`src/rtl/lsu_if.sv`:
```
// Data-bus bundle between the load/store unit and memory.
// Master drives request/address/data, slave answers with gnt/rvalid/rdata.
interface lsu_if #(
  parameter int AW = 32,
  parameter int DW = 32
);
  logic          bus_req;
  logic          bus_gnt;
  logic [AW-1:0] bus_addr;
  logic          bus_we;
  logic [3:0]    bus_be;
  logic [DW-1:0] bus_wdata;
  logic          bus_rvalid;
  logic [DW-1:0] bus_rdata;

  modport master (
    output bus_req, bus_addr, bus_we, bus_be, bus_wdata,
    input  bus_gnt, bus_rvalid, bus_rdata
  );

  modport slave (
    input  bus_req, bus_addr, bus_we, bus_be, bus_wdata,
    output bus_gnt, bus_rvalid, bus_rdata
  );
endinterface

```
`src/rtl/lsu.sv`:
```
// Load/store unit: one req/gnt/rvalid transaction per EX op, aligned loads.
// Define LSU_MISALIGN_TRAP_EN to trap misaligned half/word accesses.
module lsu #(
  parameter int AW = 32,
  parameter int DW = 32
) (
  input  logic          clk,
  input  logic          rst_n,
  input  logic          mem_valid,
  output logic          mem_ready,
  input  logic          mem_we,
  input  logic [1:0]    mem_size,
  input  logic          mem_sign,
  input  logic [AW-1:0] mem_addr,
  input  logic [DW-1:0] mem_wdata,
  input  logic [4:0]    mem_rd,
  lsu_if.master         bus,
  output logic          wb_valid,
  output logic [4:0]    wb_rd,
  output logic [DW-1:0] wb_data,
  output logic          stall,
  output logic          misalign_err
);

  typedef enum logic [1:0] {
    IDLE,
    REQ,
    WAIT
  } state_t;

  state_t state;

  logic [1:0]    addr_q;
  logic [1:0]    size_q;
  logic          sign_q;
  logic [4:0]    rd_q;

  logic [3:0]    be_n;
  logic [DW-1:0] wdata_n;
  logic [1:0]    off;
  logic [DW-1:0] shifted;
  logic [DW-1:0] ld_data;

  assign mem_ready = (state == IDLE);
  assign stall     = (state != IDLE);

  always_comb begin
    be_n    = 4'b1111;
    wdata_n = mem_wdata;
    unique case (mem_size)
      2'b00: begin
        be_n    = 4'b0001 << mem_addr[1:0];
        wdata_n = {4{mem_wdata[7:0]}};
      end
      2'b01: begin
        be_n    = 4'b0011 << {mem_addr[1], 1'b0};
        wdata_n = {2{mem_wdata[15:0]}};
      end
      default: begin
        be_n    = 4'b1111;
        wdata_n = mem_wdata;
      end
    endcase
  end

  // Half ignores addr[0], word ignores both low bits.
  always_comb begin
    off     = 2'b00;
    ld_data = '0;
    unique case (size_q)
      2'b00:   off = addr_q;
      2'b01:   off = {addr_q[1], 1'b0};
      default: off = 2'b00;
    endcase
    shifted = bus.bus_rdata >> {off, 3'b000};
    unique case (size_q)
      2'b00:   ld_data = {{24{sign_q & shifted[7]}}, shifted[7:0]};
      2'b01:   ld_data = {{16{sign_q & shifted[15]}}, shifted[15:0]};
      default: ld_data = shifted;
    endcase
  end

`ifdef LSU_MISALIGN_TRAP_EN
  logic mis_n;
  assign mis_n = ((mem_size == 2'b01) & mem_addr[0])
               | (mem_size[1] & (|mem_addr[1:0]));
`else
  assign misalign_err = 1'b0;
`endif

  always_ff @(posedge clk or negedge rst_n) begin
    if (!rst_n) begin
      state         <= IDLE;
      bus.bus_req   <= 1'b0;
      bus.bus_we    <= 1'b0;
      bus.bus_be    <= 4'b0000;
      bus.bus_addr  <= '0;
      bus.bus_wdata <= '0;
      addr_q        <= 2'b00;
      size_q        <= 2'b00;
      sign_q        <= 1'b0;
      rd_q          <= 5'd0;
      wb_valid      <= 1'b0;
      wb_rd         <= 5'd0;
      wb_data       <= '0;
`ifdef LSU_MISALIGN_TRAP_EN
      misalign_err  <= 1'b0;
`endif
    end else begin
      wb_valid <= 1'b0;
`ifdef LSU_MISALIGN_TRAP_EN
      misalign_err <= 1'b0;
`endif
      unique case (state)
        IDLE: begin
`ifdef LSU_MISALIGN_TRAP_EN
          if (mem_valid && mis_n) misalign_err <= 1'b1;
          else
`endif
          if (mem_valid) begin
            bus.bus_req   <= 1'b1;
            bus.bus_we    <= mem_we;
            bus.bus_be    <= be_n;
            bus.bus_addr  <= {mem_addr[AW-1:2], 2'b00};
            bus.bus_wdata <= wdata_n;
            addr_q        <= mem_addr[1:0];
            size_q        <= mem_size;
            sign_q        <= mem_sign;
            rd_q          <= mem_rd;
            state         <= REQ;
          end
        end
        REQ: begin
          if (bus.bus_gnt) begin
            bus.bus_req <= 1'b0;
            state       <= bus.bus_we ? IDLE : WAIT;
          end
        end
        WAIT: begin
          if (bus.bus_rvalid) begin
            wb_valid <= 1'b1;
            wb_data  <= ld_data;
            wb_rd    <= rd_q;
            state    <= IDLE;
          end
        end
        default: state <= IDLE;
      endcase
    end
  end

endmodule

```
`src/flat_wrapper.sv`:
```
// flat-port wrapper written by rule: the top's interface ports become plain ports
module lsu_flat 
#(
  parameter int AW = 32,
  parameter int DW = 32
)
  (clk, rst_n, mem_valid, mem_ready, mem_we, mem_size, mem_sign, mem_addr, mem_wdata, mem_rd, wb_valid, wb_rd, wb_data, stall, misalign_err, bus_bus_req, bus_bus_addr, bus_bus_we, bus_bus_be, bus_bus_wdata, bus_bus_gnt, bus_bus_rvalid, bus_bus_rdata);
  lsu_if #(.AW(AW), .DW(DW)) bus_i ();
  input  logic clk;
  input  logic rst_n;
  input  logic mem_valid;
  output logic mem_ready;
  input  logic mem_we;
  input  logic [1:0] mem_size;
  input  logic mem_sign;
  input  logic [AW-1:0] mem_addr;
  input  logic [DW-1:0] mem_wdata;
  input  logic [4:0] mem_rd;
  output logic wb_valid;
  output logic [4:0] wb_rd;
  output logic [DW-1:0] wb_data;
  output logic stall;
  output logic misalign_err;
  output wire logic [$bits(bus_i.bus_req)-1:0] bus_bus_req;
  output wire logic [$bits(bus_i.bus_addr)-1:0] bus_bus_addr;
  output wire logic [$bits(bus_i.bus_we)-1:0] bus_bus_we;
  output wire logic [$bits(bus_i.bus_be)-1:0] bus_bus_be;
  output wire logic [$bits(bus_i.bus_wdata)-1:0] bus_bus_wdata;
  input wire logic [$bits(bus_i.bus_gnt)-1:0] bus_bus_gnt;
  input wire logic [$bits(bus_i.bus_rvalid)-1:0] bus_bus_rvalid;
  input wire logic [$bits(bus_i.bus_rdata)-1:0] bus_bus_rdata;
  assign bus_bus_req = bus_i.bus_req;
  assign bus_bus_addr = bus_i.bus_addr;
  assign bus_bus_we = bus_i.bus_we;
  assign bus_bus_be = bus_i.bus_be;
  assign bus_bus_wdata = bus_i.bus_wdata;
  assign bus_i.bus_gnt = bus_bus_gnt;
  assign bus_i.bus_rvalid = bus_bus_rvalid;
  assign bus_i.bus_rdata = bus_bus_rdata;
  lsu #(.AW(AW), .DW(DW)) u_core (.clk(clk), .rst_n(rst_n), .mem_valid(mem_valid), .mem_ready(mem_ready), .mem_we(mem_we), .mem_size(mem_size), .mem_sign(mem_sign), .mem_addr(mem_addr), .mem_wdata(mem_wdata), .mem_rd(mem_rd), .bus(bus_i), .wb_valid(wb_valid), .wb_rd(wb_rd), .wb_data(wb_data), .stall(stall), .misalign_err(misalign_err));
endmodule
```
`config.mk`:
```
export PLATFORM = sky130hd
export DESIGN_NAME = lsu_flat
export DESIGN_NICKNAME = d
export VERILOG_FILES = /design/src/rtl/lsu_if.sv /design/src/rtl/lsu.sv /design/src/flat_wrapper.sv
export SDC_FILE = /design/constraint.sdc
export NUM_CORES = 1
export LEC_CHECK = 0
export ABC_AREA = 1
export ABC_CLOCK_PERIOD_IN_PS = 1600
export BUFFER_PORTS_ARGS = -buffer_cell sky130_fd_sc_hd__buf_4
export CORE_UTILIZATION = 49
export DETAILED_ROUTE_END_ITERATION = 12
export PLACE_DENSITY = 0.8
export SLEW_MARGIN = 20
export SYNTH_ARGS = -nofsm -noshare
export SYNTH_HDL_FRONTEND = slang
export SYNTH_SLANG_ARGS = --single-unit
```
`constraint.sdc`:
```
create_clock -name clk -period 1.6 [get_ports clk]
set_input_delay 0.32 -clock clk [delete_from_list [all_inputs] [get_ports clk]]
set_output_delay 0.32 -clock clk [all_outputs]
set_load 0.02 [all_outputs]
```
# --- After elaboration in Yosys (flattened, before gate mapping) ---
# Cells that the tools add are included.
# Widths: inputs -> output; s select.
word_totals:
  elab_cells: 48
  regBits: 118
  output_inout_bits: 111
classes:
  n_bitwise: 2
  shift: 3
  n_eq_ne: 7
  muxes: 14
  reduce_logical: 9
ops:
  columns: ["cell", "count"]
  rows:
  - ["$pmux 32 s2", 2]
  - ["$shr 32x5->32", 1]
  - ["$mux 2", 4]
  - ["$pmux 4 s2", 1]
  - ["$eq 2x1->1 const B", 3]
  - ["$logic_not 2->1", 3]
  - ["$ne 2x2->1 const B", 3]
  - ["$pmux 2 s3", 1]
  - ["$reduce_and 3->1", 2]
  - ["$mux 1", 4]
  - ["$pmux 2 s2", 1]
  - ["$reduce_and 2->1", 2]
  - ["$reduce_bool 2->1", 2]
  - ["$shl 1x2->4 const A", 1]
  - ["$shl 2x2->4 const A", 1]
  - ["$and 1x1->1", 2]
  - ["$eq 2x2->1 const B", 1]
  - ["$pmux 1 s2", 1]

# --- Depth between registers and ports, before layout ---
depth:
  depth_word: 5
  ltp_mapped: 11
  mapped_depth_nobuf: 9

# --- Worst setup path after synthesis ---
# OpenSTA, ideal clock, no wires.
synth_timing:
  kind: "reg-to-reg"
  start: "reg u_core.state[1]"
  end: "reg u_core.bus.bus_be[1]"
  slack_ns: -0.003
  arrival_ns: 1.480
  setup_ns: 0.123
  required_ns: 1.477
  path_stages_with_launch: 8
  n_path_buf: 3
  cell_sequence: "dfrtp_1 > nor2_1 > nand2_1 > buf_2 > buf_2 > buf_2 > nand2_1 > nand2_1"
synth_via:
  elab_chain_cells: 2
synth_rtl:
  columns: ["element", "line_no", "source"]
  rows:
  - ["from (decl)", "lsu.sv:31", "state_t state;"]
  - ["from (signal assigned)", "lsu.sv:136", "state <= bus.bus_we ? IDLE : WAIT;"]
  - ["$logic_not 2->1", null, null]
  - ["via mem_ready", "flat_wrapper.sv:12", "output logic mem_ready;"]
  - ["$reduce_and 2->1 (no line)", null, null]
  - ["to (signal assigned)", "lsu.sv:123", "bus.bus_be <= be_n;"]
  - ["to (decl)", "lsu_if.sv:17", "output bus_req, bus_addr, bus_we, bus_be, bus_wdata,"]
# The timed path passes the listed nets, and every way through them passes these cells.
# A chain may end at the register's enable or synchronous reset.

# --- Worst setup path in the final report ---
layout_timing:
  start: "reg u_core.size_q[1]"
  end: "reg u_core.wb_data[31]"
layout_via:
  elab_chain_cells: 5
layout_rtl:
  columns: ["element", "line_no", "source"]
  rows:
  - ["from (decl)", "lsu.sv:34", "logic [1:0] size_q;"]
  - ["from (signal assigned)", "lsu.sv:127", "size_q <= mem_size;"]
  - ["$eq 2x1->1 / $logic_not 2->1 (equally long branches)", "lsu.sv:70, lsu.sv:76", null]
  - ["$pmux 2 s2", "lsu.sv:70", "unique case (size_q)"]
  - ["$shr 32x5->32", "lsu.sv:75", "shifted = bus.bus_rdata >> {off, 3'b000};"]
  - ["$and 1x1->1 (on tied branches)", "lsu.sv:78, lsu.sv:77", null]
  - ["$pmux 32 s2 *", "lsu.sv:76", "unique case (size_q)"]
  - ["to (signal assigned)", "lsu.sv:142", "wb_data <= ld_data;"]
  - ["to (decl)", "lsu.sv:20", "output logic [DW-1:0] wb_data,"]
# Every way passes the cells marked *; elsewhere a longest branch is shown, timed or not.

==> results by group <==
Global routing
  – Grt ovf: 0
  – Met2 usage: 47.08%
  – GRT Overall Usage: 28.80%
  – Initial antenna violation count: 0
  – Most Crowded Layer GR: met2
  – First-pass GRT wire length: 26,160 microns
  – Largest net degree at the start of global routing: 65
  – GR Layer Usage met3: 9.982%
  – Met1 Track Usage GR: 35.04%
  – Number of global-route vias before repair: 5,423

CTS
  – CTS max path bufs: 2
  – CTS tree: done
  – CTS H-tree depth: 4
  – Clk root buf: clkbuf_16
  – TritonCTS Sinks: 118
  – Worst-Skew Late Latency: 0.41 ns
  – Clk slew on worst S/H paths: 0.06 ns
  – CTS Buf Count: 17

Critical path
  – Critical path, cell by cell: nor2_4 -> buf_4 -> nand3_1 -> nand3_4 -> nand4_4 -> nand3_1 -> nand2_1 -> inv_1
  – Critical path launch point: u_core.size_q[1]
  – CP delay by family, top: simple AND/OR/NAND/NOR gates
  – Worst EP arrival: 1.95 ns
  – CP max stage delay: 0.45 ns
  – Critical Path Start Type: flip-flop
  – WP buf/inv: 2
  – Crit Path Category: reg2reg
  – CP most frequent cell: nand3_1
  – FF-to-FF Start: u_core.size_q[1]
  – Data required, critical path: 1.95 ns
  – Worst setup EP type: flip-flop
  – Critical path peak fanout: 8
  – CP max stage cell: dfrtp_2

Power and ir drop
  – Max rail drop VDD: 1.168 mV
  – Leak: 4.517 nW
  – Power Density: 2155 nW/um^2

Finish
  – Non-filler instance count after layout: 1,099
  – N_diodes: 0
  – Layout cells sized above 1: 32.12%
  – Fin nets: 1,056
  – Area grow syn2layout: 44.44%

Logic synthesis
  – Synthesized cell area: 5634 sq um
  – Seq/Total Area, Yosys: 52.41%
  – Syn Inst Count: 725
  – Post-synth cell types: 26
  – Seq cells post-synth: 118
  – Mean post-synth cell area: 7.771 sq um
  – Synth top area cells: dfrtp_1 (52%), nand2_1 (18%), o21ai_0 (6.5%)
  – Leading area contributor after synthesis: dfrtp_1
  – Yosys top cell area share: 52.41%
  – YS warnings: 0

Floorplan
  – Initial Util: 51.08%
  – Num rows: 38
  – DIE WIDTH: 109.2 microns
  – Die height: 109.2 microns
  – Num ports: 221
  – Core Box Area: 11,030 sq um
  – Die area: 11,930 sq um

Placed design
  – Inst Count DP: 1,061
  – Dpl ws: 0.02971 ns
  – Port Buf Inserts: 217
  – Final GP Congestion: 0.9326
  – Post-DP HPWL: 11,930 microns

Status
  – Failing checks: setup timing
  – Status: finished, violations left

Timing
  – Maximum clock rate: 623.0 MHz
  – Final worst slack: -0.005074 ns
  – Final min period: 1.605 ns
  – Clk_skew: 0.005555 ns
  – Final hold vios: 0
  – Period utilization: 100.3%
  – # setup viols final: 1
  – RSZ-0062 raised after global routing: true
  – Max Slew Vio Count: 0
  – Slew of the pin with the lowest slew margin: 0.5035 ns
  – Relative max-transition margin: 66.31%

Route
  – Wire per inst: 15.14 microns
  – Post-DRT Antenna Nets: 0
  – Routed WL: 16,640 microns
  – Post-route DRC: 0
  – Drt first pass iters: 5
  – First DRT Iteration DRCs: 396
  – Via count: 5,647
  – DR vias/cell: 5.138

Worst hold path
  – Hold Crit Class: in2reg
  – Hold Crit Start: mem_addr[19]

Job
  – Max-cap viol count: 0
final timing paths:
check	end	slack, ns	cells past startpoint
max in group asynchronous	u_core.wb_rd[4]	0.79	3
max reg2reg	u_core.wb_data[31]	-0.005	8
max	u_core.wb_data[31]	-0.005	8
min in group asynchronous	u_core.wb_data[3]	0.31	2
min reg2reg	u_core.wb_rd[3]	0.47	2
min	u_core.bus.bus_addr[19]	0.1	3
what timing repair did:
item	CTS	global route
endpoints found under the hold margin	8	0
hold buffers	1	0
gates cloned	0	2
endpoints found under the setup margin	1	26
pin swaps	0	2
resized for setup	1	15
setup buffers	0	3
layer usage:
metal  share of wire, %  vias to the layer above
li1                   -                     2722
met1                 39                     2577
met2                 48                      303
met3                 11                       45
met4                3.0                        0
met5                  0                        -
power by group:
part	internal, mW	switching [mW]	total, mW
logic	3.43	5.08	8.51
clock network	2.17	1.48	3.66
registers	4.44	0.929	5.37
synth_stat cells:
library cell and instances:
buf_6 5, conb_1 1, inv_2 2, clkbuf_1 15, nand2_2 2, nand3b_1 2, a31oi_1 1, nand3_1 63
nor2_1 11, buf_1 1, or2_2 16, nor2_2 1, o21ai_0 73, nand4_4 1, o211ai_1 1, nand2_1 273
inv_1 70, a211oi_1 1, a221oi_1 1, clkinv_1 1, dfrtp_1 118, buf_4 5, a21oi_1 41, buf_2 18
nor2_4 1, nand2_4 1
layout by cell type, fill, tap and decap left out, types with 3 or more instances in the layout:
master	n
a21oi_1	41
buf_12	8
buf_4	233
clkbuf_16	17
clkinv_4	3
clkinvlp_4	4
conb_1	3
dfrtp_1	115
dfrtp_2	3
inv_1	69
inv_2	3
inv_6	5
nand2_1	272
nand2_2	3
nand3_1	60
nor2_1	10
nor2_4	3
o21ai_0	68
o21ai_1	5
or2_2	16
flip-flops by register name, indices dropped and copies added (netlist names), 2 cells and up:
register	count
u_core.addr_q	2
u_core.bus.bus_addr	30
u_core.bus.bus_be	4
u_core.bus.bus_wdata	32
u_core.rd_q	5
u_core.size_q	2
u_core.state	2
u_core.wb_data	32
u_core.wb_rd	5
tightest hold or removal path, delay by kind of cell:
kind                   cells  cell delay (ns)
and+or+nand+nor            2             0.08
buffers and inverters      1             0.07
through the flow:
step | power, mW | TNS (ns) | area, sq um | hold slack [ns] | utilization [%]
floorplan | 10.09 | 0 | 5644 | 0.02441 | -
finish | 17.54 | -0.005074 | 8138 | 0.09979 | 73.78
CTS | 17.36 | 0 | 8056 | 0.09115 | 73.04
detailed placement | 13.61 | 0 | 7470 | 0.1845 | 67.72
global placement | 13.45 | 0 | 7470 | 0.1851 | 67.72
global route | 18.73 | -1.557 | 8138 | 0.09159 | 73.78
cells by family after synthesis:
group                  Yosys count  share of synthesized area, %
DFF                            118                         52.41
buffers and inverters          117                         9.194
AOI/OAI and AO/OA              118                         10.66
other                            1                       0.06656
and+or+nand+nor                371                         27.67
final cells by class:
type	instances	area [sq um]
clock inverter	15	146.4
clock buffer	17	425.4
sequential	118	2957
multi-input combinational	494	2241
tap	140	175.2
inverter	73	274.0
timing repair buffer	242	1919
fill	874	2893
No activity file was read; power rests on OpenSTA's default activity.
